## config.mk

```make
export PLATFORM = sky130hd
export DESIGN_NAME = mem_word_seq_flat
export DESIGN_NICKNAME = d
export VERILOG_FILES = /design/src/rtl/mem_word_seq_pkg.sv /design/src/rtl/mem_word_seq_if.sv /design/src/rtl/mem_word_seq_byte_ram.sv /design/src/rtl/mem_word_seq.sv /design/src/flat_wrapper.sv
export SDC_FILE = /design/constraint.sdc
export NUM_CORES = 1
export LEC_CHECK = 0
export ABC_AREA = 1
export BUFFER_PORTS_ARGS = -buffer_cell sky130_fd_sc_hd__buf_2
export CAP_MARGIN = 15
export CORE_UTILIZATION = 40
export CTS_BUF_LIST = sky130_fd_sc_hd__clkbuf_4 sky130_fd_sc_hd__clkbuf_8
export DETAILED_ROUTE_END_ITERATION = 10
export RECOVER_POWER = 50
export SYNTH_ARGS = -nofsm -noshare
export SYNTH_HDL_FRONTEND = slang
export SYNTH_SLANG_ARGS = --single-unit
```

## constraint.sdc

```tcl
create_clock -name clk -period 4.3 [get_ports clk]
set_input_delay 0.645 -clock clk [delete_from_list [all_inputs] [get_ports clk]]
set_output_delay 0.645 -clock clk [all_outputs]
set_load 0.03 [all_outputs]
```

## src/rtl/mem_word_seq_pkg.sv

```systemverilog
// Shared definitions for the serial word-access memory controller:
// byte width, FSM state encoding and the wrapping address helper.
package mem_pkg;

    localparam int BYTE_W = 8;

    localparam logic [1:0] ST_IDLE = 2'd0;
    localparam logic [1:0] ST_XFER = 2'd1;
    localparam logic [1:0] ST_DONE = 2'd2;

    // Byte address of a lane: base + offset, wrapped into an addr_w-bit space.
    function automatic logic [31:0] addr_wrap(input logic [31:0] base,
                                              input logic [31:0] offset,
                                              input int          addr_w);
        logic [31:0] mask_s;
        mask_s = (32'd1 << addr_w) - 32'd1;
        return (base + offset) & mask_s;
    endfunction

endpackage

```

## src/rtl/mem_word_seq_if.sv

```systemverilog
// Request/response bundle between a bus master and mem_word_seq.
interface mem_word_seq_if
    import mem_pkg::*;
#(
    parameter int ADDR_W = 6,
    parameter int BYTES  = 2
);
    logic                      req;
    logic                      we;
    logic [ADDR_W-1:0]         addr;
    logic [BYTES-1:0]          be;
    logic [BYTE_W*BYTES-1:0]   wdata;
    logic                      busy;
    logic                      done;
    logic [BYTE_W*BYTES-1:0]   rdata;

    modport master (output req, output we, output addr, output be, output wdata,
                    input busy, input done, input rdata);
    modport slave  (input req, input we, input addr, input be, input wdata,
                    output busy, output done, output rdata);
endinterface

```

## src/rtl/mem_word_seq_byte_ram.sv

```systemverilog
// DEPTH x 8 storage: asynchronous clear to zero, synchronous write,
// combinational read.
module byte_ram
    import mem_pkg::*;
#(
    parameter int ADDR_W = 6
)(
    input  logic              clk,
    input  logic              rst_n,
    input  logic              we,
    input  logic [ADDR_W-1:0] addr,
    input  logic [BYTE_W-1:0] data,
    output logic [BYTE_W-1:0] out
);
    localparam int DEPTH = 2 ** ADDR_W;

    logic [BYTE_W-1:0] mem_r [DEPTH];

    // Storage array: cleared on reset, one byte written per enabled edge.
    always_ff @(posedge clk or negedge rst_n) begin
        if (!rst_n) begin
            for (int i = 0; i < DEPTH; i++) begin
                mem_r[i] <= 8'h00;
            end
        end else if (we) begin
            mem_r[addr] <= data;
        end
    end

    assign out = mem_r[addr];

endmodule

```

## src/rtl/mem_word_seq.sv

```systemverilog
// Word-access controller: moves one little-endian lane per cycle between a
// latched request and a single byte-wide RAM, with per-lane enables.
module mem_word_seq
    import mem_pkg::*;
#(
    parameter int ADDR_W = 6,
    parameter int BYTES  = 2
)(
    input  logic           clk,
    input  logic           rst_n,
    mem_word_seq_if.slave  bus
);
    localparam int IDX_W  = (BYTES > 1) ? $clog2(BYTES) : 1;
    localparam int DATA_W = BYTE_W * BYTES;
    localparam logic [IDX_W-1:0] LAST_IDX = IDX_W'(BYTES - 1);

    logic [1:0]        state_r;
    logic [1:0]        state_nx_s;
    logic [IDX_W-1:0]  idx_r;
    logic              we_r;
    logic [ADDR_W-1:0] addr_r;
    logic [BYTES-1:0]  be_r;
    logic [DATA_W-1:0] wdata_r;
    logic [DATA_W-1:0] rdata_r;
    logic              busy_r;
    logic              done_r;

    logic              accept_s;
    logic              last_s;
    logic              ram_we_s;
    logic [ADDR_W-1:0] ram_addr_s;
    logic [BYTE_W-1:0] ram_wdata_s;
    logic [BYTE_W-1:0] ram_rdata_s;

    assign accept_s    = bus.req && ((state_r == ST_IDLE) || (state_r == ST_DONE));
    assign last_s      = (idx_r == LAST_IDX);
    assign ram_addr_s  = ADDR_W'(addr_wrap(32'(addr_r), 32'(idx_r), ADDR_W));
    assign ram_wdata_s = wdata_r[idx_r*BYTE_W +: BYTE_W];
    assign ram_we_s    = (state_r == ST_XFER) && we_r && be_r[idx_r];

    byte_ram #(.ADDR_W(ADDR_W)) u_ram (
        .clk   (clk),
        .rst_n (rst_n),
        .we    (ram_we_s),
        .addr  (ram_addr_s),
        .data  (ram_wdata_s),
        .out   (ram_rdata_s)
    );

    // Next-state decode of the IDLE/XFER/DONE sequence.
    always_comb begin
        state_nx_s = state_r;
        case (state_r)
            ST_IDLE: begin
                if (accept_s) state_nx_s = ST_XFER;
                else          state_nx_s = ST_IDLE;
            end
            ST_XFER: begin
                if (last_s) state_nx_s = ST_DONE;
                else        state_nx_s = ST_XFER;
            end
            ST_DONE: begin
                if (accept_s) state_nx_s = ST_XFER;
                else          state_nx_s = ST_IDLE;
            end
            default: state_nx_s = ST_IDLE;
        endcase
    end

    // FSM, operand latches, lane counter and read-data assembly.
    always_ff @(posedge clk or negedge rst_n) begin
        if (!rst_n) begin
            state_r <= ST_IDLE;
            busy_r  <= 1'b0;
            done_r  <= 1'b0;
            idx_r   <= '0;
            we_r    <= 1'b0;
            addr_r  <= '0;
            be_r    <= '0;
            wdata_r <= '0;
            rdata_r <= '0;
        end else begin
            state_r <= state_nx_s;
            // Flags track the next state so they sit in flops, aligned with state_r.
            busy_r  <= (state_nx_s == ST_XFER);
            done_r  <= (state_nx_s == ST_DONE);
            if (accept_s) begin
                we_r    <= bus.we;
                addr_r  <= bus.addr;
                be_r    <= bus.be;
                wdata_r <= bus.wdata;
                idx_r   <= '0;
                if (!bus.we) begin
                    rdata_r <= '0;
                end
            end else if (state_r == ST_XFER) begin
                idx_r <= idx_r + 1'b1;
                if (!we_r && be_r[idx_r]) begin
                    rdata_r[idx_r*BYTE_W +: BYTE_W] <= ram_rdata_s;
                end
            end
        end
    end

    assign bus.busy  = busy_r;
    assign bus.done  = done_r;
    assign bus.rdata = rdata_r;

endmodule

```

## src/flat_wrapper.sv

```systemverilog
// flat-port wrapper written by rule: the top's interface ports become plain ports
module mem_word_seq_flat import mem_pkg::*;
#(
    parameter int ADDR_W = 6,
    parameter int BYTES  = 2
)
  (clk, rst_n, bus_req, bus_we, bus_addr, bus_be, bus_wdata, bus_busy, bus_done, bus_rdata);
  mem_word_seq_if #(.ADDR_W(ADDR_W), .BYTES(BYTES)) bus_i ();
  input  logic clk;
  input  logic rst_n;
  input wire logic [$bits(bus_i.req)-1:0] bus_req;
  input wire logic [$bits(bus_i.we)-1:0] bus_we;
  input wire logic [$bits(bus_i.addr)-1:0] bus_addr;
  input wire logic [$bits(bus_i.be)-1:0] bus_be;
  input wire logic [$bits(bus_i.wdata)-1:0] bus_wdata;
  output wire logic [$bits(bus_i.busy)-1:0] bus_busy;
  output wire logic [$bits(bus_i.done)-1:0] bus_done;
  output wire logic [$bits(bus_i.rdata)-1:0] bus_rdata;
  assign bus_i.req = bus_req;
  assign bus_i.we = bus_we;
  assign bus_i.addr = bus_addr;
  assign bus_i.be = bus_be;
  assign bus_i.wdata = bus_wdata;
  assign bus_busy = bus_i.busy;
  assign bus_done = bus_i.done;
  assign bus_rdata = bus_i.rdata;
  mem_word_seq #(.ADDR_W(ADDR_W), .BYTES(BYTES)) u_core (.clk(clk), .rst_n(rst_n), .bus(bus_i));
endmodule
```

# Yosys cells after proc, flatten, opt, wreduce, memory -nomap -nowiden
# Index checks and enable logic that the tools add are counted.
# word_totals
inputBits,28
register_bits,558
output_inout_bits,18
wordCells,118
# classes
n_reduce_logical,12
shifts,3
muxes,18
n_eq_ne,5
n_addsub,3
n_lt_le_gt_ge,3
n_bitwise,1
# ops
cell,n
$bwmux 512,1
$mux 16,4
$bmux 8 s6,1
$demux 8 s6,1
$neg 4->34,1
$shift 8x34->16 const A,1
$shiftx 8x34->16,1
$mux 8,3
$bwmux 16,1
$shiftx 16x5->8,1
$ge 7x7->1 const B,1
$lt 7x1->1 const B,1
$not 6->7,1
$add 6x1->6,1
$logic_and 1x1->1,5
$mux 1,5
$eq 2x1->1 const B,2
$eq 2x2->1 const B,2
$pmux 2 s2,1
$reduce_bool 2->1,2
$reduce_and 3->1,1
$logic_not 2->1,1
$lt 1x2->1 const B,1
$mux 2,1
other kinds (5),5

# Longest topological paths before layout
# logic_depth
depth_word,10
depth_mapped,16
ltp_nobuf,14

# Cells and area by module
# Synthesis repeated with hierarchy kept, for this count alone.
# unflattened
hier_cells,3554
hier_area_um2,26300.2
# modules_own_cells
module,cells_per_inst,n_inst,seq_area_each_um2,area_per_inst_um2
byte_ram,3317,1,12812.3,24210.7
mem_word_seq,237,1,1151.1,2089.5

# Worst setup path after synthesis
# OpenSTA, ideal clock, no wires.
# synth_timing
kind,reg-to-reg
start,register u_core.idx_r
end,register u_core.u_ram.mem_r[477] in the netlist's numbering
arrival_ns,2.222
path_buffers,1
path_stages_with_launch,13
required_time_ns,4.156
synth_period_minus_slack_ns,2.365
setup_time_ns,0.144
slack_ns,1.935
path_cell_list,dfrtp_1 ha_1 ha_1 nand3_1 xor2_2 inv_4 nor2_8 inv_6 nor2_8 nand2_4 buf_6 nand2_1 o21ai_2
# synth_between
elab_chain_len,7
elab_cells_between_ends,12
classes_between,add/sub: 1; order compare: 2; shift: 1; mux: 5; bitwise: 1; reduce/logical: 2
# synth_rtl
element,line,source
start: declaration,mem_word_seq.sv:19,logic [IDX_W-1:0] idx_r;
start signal: assignment,mem_word_seq.sv:97,idx_r <= idx_r + 1'b1;
$add 6x1->6,mem_word_seq_pkg.sv:17,return (base + offset) & mask_s;
$not 6->7 (not written as such),mem_word_seq_byte_ram.sv:26,mem_r[addr] <= data;
$ge 7x7->1 (not written as such) / $lt 7x1->1 (equally long branches),mem_word_seq_byte_ram.sv:26,
$logic_and 1x1->1 (not written as such),mem_word_seq_byte_ram.sv:26,
$mux 8 (not written as such),mem_word_seq_byte_ram.sv:26,
$demux 8 s6,mem_word_seq_byte_ram.sv:26,
$bwmux 512,mem_word_seq_byte_ram.sv:26,
end signal: indexed assignment,mem_word_seq_byte_ram.sv:26,
end: declaration,mem_word_seq_byte_ram.sv:17,logic [BYTE_W-1:0] mem_r [DEPTH];
# Parallel ways exist; a longest one is shown, timed or not. The select of a mux whose other input is x is not followed.
# A chain may end at the register's enable or synchronous reset.

# Worst setup path in the final report
# layout_timing
start,register u_core.addr_r[0]
end,register u_core.u_ram.mem_r[382] in the netlist's numbering
# layout_between
elab_chain_len,7
elab_cells_between_ends,8
classes_between,add/sub: 1; order compare: 2; mux: 3; bitwise: 1; reduce/logical: 1
# layout_rtl
element,line,source
start: declaration,mem_word_seq.sv:21,logic [ADDR_W-1:0] addr_r;
start signal: assignment,mem_word_seq.sv:89,addr_r <= bus.addr;
$add 6x1->6 (*),mem_word_seq_pkg.sv:17,
$not 6->7 (not written as such) (*),mem_word_seq_byte_ram.sv:26,
$ge 7x7->1 (not written as such) / $lt 7x1->1 (equally long branches),mem_word_seq_byte_ram.sv:26,
$logic_and 1x1->1 (not written as such),mem_word_seq_byte_ram.sv:26,
$mux 8 (not written as such),mem_word_seq_byte_ram.sv:26,
$demux 8 s6 (*),mem_word_seq_byte_ram.sv:26,
$bwmux 512 (*),mem_word_seq_byte_ram.sv:26,
# Mark *: on every way between the ends. The rest lies on a longest branch, timed or not.

==> results.md <==
- Leakage power: 15.5 nW
- Postcts setup bufs: 0
- Count of cell types in the netlist: 28
- Main synth FF type: dfrtp_1
- Post-synth top area share: between 40% and 50%
- Setup CP Type: flop to flop
- Synth top cells by count: 1386 x nand2_1, 558 x dfrtp_1, 312 x o21ai_1
- Layout cell share with drive strength beyond 1: between 15 and 20%
- Starting density of the core: about two fifths
- Core area: between 60000 and 70000 sq um
- Chip width: around 270 um
- Setup violators final: 0
- Fin util: 44.7%
- Setup tns final: 0 ps
- Mapped Avg Cell Area: 8.01 sq um
- Dominant cell type by area after synthesis: dfrtp_1
- GR Util All Layers: a little under a quarter
- Sink Count: 558
- Reg clk slew, reported paths: 60 ps
- Via count: roughly 22000
- Post-Syn Instances: around 3500
- WP data arrival: roughly 3800 ps
- GPL Wtd Cong: between 0.8 and 0.9
- Post-DP HPWL: about 48 mm
- First-pass GRT wire length: approximately 130 mm
- Post-synth EDFFs: 0
- Rel. slew slack: -68.6%
- Clock skew: between 40 and 50 ps
- Power per cell area: roughly 860 nW/um^2
- Synthesis Warnings: 0
- Clock buffer count from CTS: 97
- Residual DRC: 0
- Ys async rst share: 100%
- Final period utilization: between 70% and 80%
- Synth-to-layout area growth: 9.84%
- Area contributors post-synth: dfrtp_1 50%, nand2_1 18%, o21ai_2 6.2%
- Pins Over Slew Limit: 85
- Seq cells post-synth: about 560
- Initial antenna violation count: 0
- RSZ-0062 raised after global routing: no
- Post-synthesis net count: 3546
- CTS resizes: 0
- Grt ovf: 0
- Final ANT Viol Nets: 0
- Row count: 96
- Worst Hold Class: input port to flop
- Crit. End Element: flop
- Vias per cell: roughly 5
- Port bufs: 45
- Drt first pass iters: 5
- FMAX: about 0.3 GHz
- Largest net degree at the start of global routing: 103
- Endpoints failing hold: 0
- CTS root buffer: clkbuf_8
- Routed WL: between 70 and 80 mm
- Max IR drop VDD: around 0.91 mV
- Pwr Total: 26.5 mW
- N_diodes: 0
- Synth Cell Area: approximately 28000 sq um
- Max-Cap Viols: 1
- Top-count cell post-synth: nand2_1
- Total Nets Final: between 3000 and 4000
- Crit path time final: around 3300 ps
- Sequential share of the synthesized area: about 50%
- Initial drt markers: 2177
- Crit start category: flop
- CTS tree: built
- Worst slew pin tran: approximately 2500 ps
- Worst-case clock buffer depth: 3
- H-tree Lvls: 3
- Worst-path fanout max: 48
- Fillers: around 7000
- Die area: 71500 sq um
- Clk Latency, worst-skew pair: around 700 ps
- Overall die height: around 270 um
- IO Count: 46
- Violated checks: capacitance limit, slew limit
- Vias in the first global route: approximately 22000
- Status: complete, but fails checks
- Hold_buf cts: 0
- Crit path required time: a little under 5000 ps
- Routed WL per cell: between 15 and 20 um
==> final timing paths <==
path | startpoint | end | slack (ps) | cells after the start
min in group asynchronous | rst_n | u_core.u_ram.mem_r[428] | 720 | 1
max reg2reg | u_core.addr_r[0] | u_core.u_ram.mem_r[382] | 1030 | 9
min | bus_wdata[13] | u_core.wdata_r[13] | 140 | 3
max | u_core.addr_r[0] | u_core.u_ram.mem_r[382] | 1030 | 9
min reg2reg | u_core.u_ram.mem_r[457] | u_core.u_ram.mem_r[457] | 480 | 2
max in group asynchronous | rst_n | u_core.u_ram.mem_r[461] | 1060 | 2
==> report_power, final <==
part,total [mW],switching [mW],internal (mW)
Combinational,14.2,10.5,3.78
Sequential,6.95,0.642,6.31
Clock,5.35,2.23,3.12
Total,26.5,13.3,13.2
==> logic make-up (layout without fill, tap and decap cells) <==
group,after synthesis,after routing,synth area share [%]
AO/OA/AOI/OAI,587,587,13.2
XOR/XNOR,1,1,0.0578
adder cells (fa/ha/maj),3,3,0.133
buffers and inverters,436,481,7.68
flip-flops,558,558,49.6
multiplexers,8,8,0.284
AND/OR/NAND/NOR,1922,1922,29.0
==> worst max-delay path, stage by stage (launching register included) <==
cell and delay [ps]:
dfrtp_1 420, ha_4 180, ha_4 310, clkinv_2 90, buf_4 520, nand2_1 330
nor2_4 740, nand2_4 280, nand2_1 120, o21ai_1 60
==> per-stage QoR <==
step	setup slack [ps]	std cells	hold slack [ps]	cell area [sq um]
2_1_floorplan	1930	3515	349	28200
3_3_place_gp	1080	4314	458	28800
3_5_place_dp	1070	4314	463	28800
4_1_cts	1060	4491	7.84	31000
5_1_grt	455	4491	121	30900
6_report	1030	4491	143	30900
==> layout by cell type (no fill, tap or decap), drive strengths merged <==
| master | count |
|---|---|
| clkinv | 12 |
| inv | 218 |
| a21oi | 1 |
| bufinv | 4 |
| o21bai | 10 |
| clkbuf | 164 |
| nand3 | 168 |
| mux2i | 8 |
| xor2 | 1 |
| nor2 | 297 |
| o21ai | 576 |
| nand2 | 1456 |
| buf | 80 |
| ha | 3 |
| dfrtp | 558 |
| nand4 | 1 |
| clkinvlp | 3 |
==> per-layer routing <==
layer	wire (um)	share of wire [%]	global-route usage (%)	vias to the layer above
li1	-	-	-	11030
met1	36300	45	31.6	10647
met2	37200	47	36.6	543
met3	3890	4.9	3.33	141
met4	2500	3.1	7.83	0
met5	0	0	0	-
==> cell type report <==
cell class              count  area [sq um]  area share, %
clock buffers             159          1970           6.37
multi-input cells        2521         12200           39.3
well taps                 931          1160           3.76
flip-flops and latches    558         14000           45.1
repair buffers             85           629           2.03
clock inverters            18           198          0.639
inverters                 219           846           2.73
==> flip-flops by register name, summed over array words and instances (netlist names) <==
signal,flops
u_core.u_ram.mem_r,512
u_core.we_r,1
u_core.addr_r,6
u_core.bus.done,1
u_core.idx_r,1
u_core.be_r,2
u_core.wdata_r,16
u_core.state_r,2
u_core.bus.busy,1
u_core.bus.rdata,16
Power figures use the tool's default switching activity.
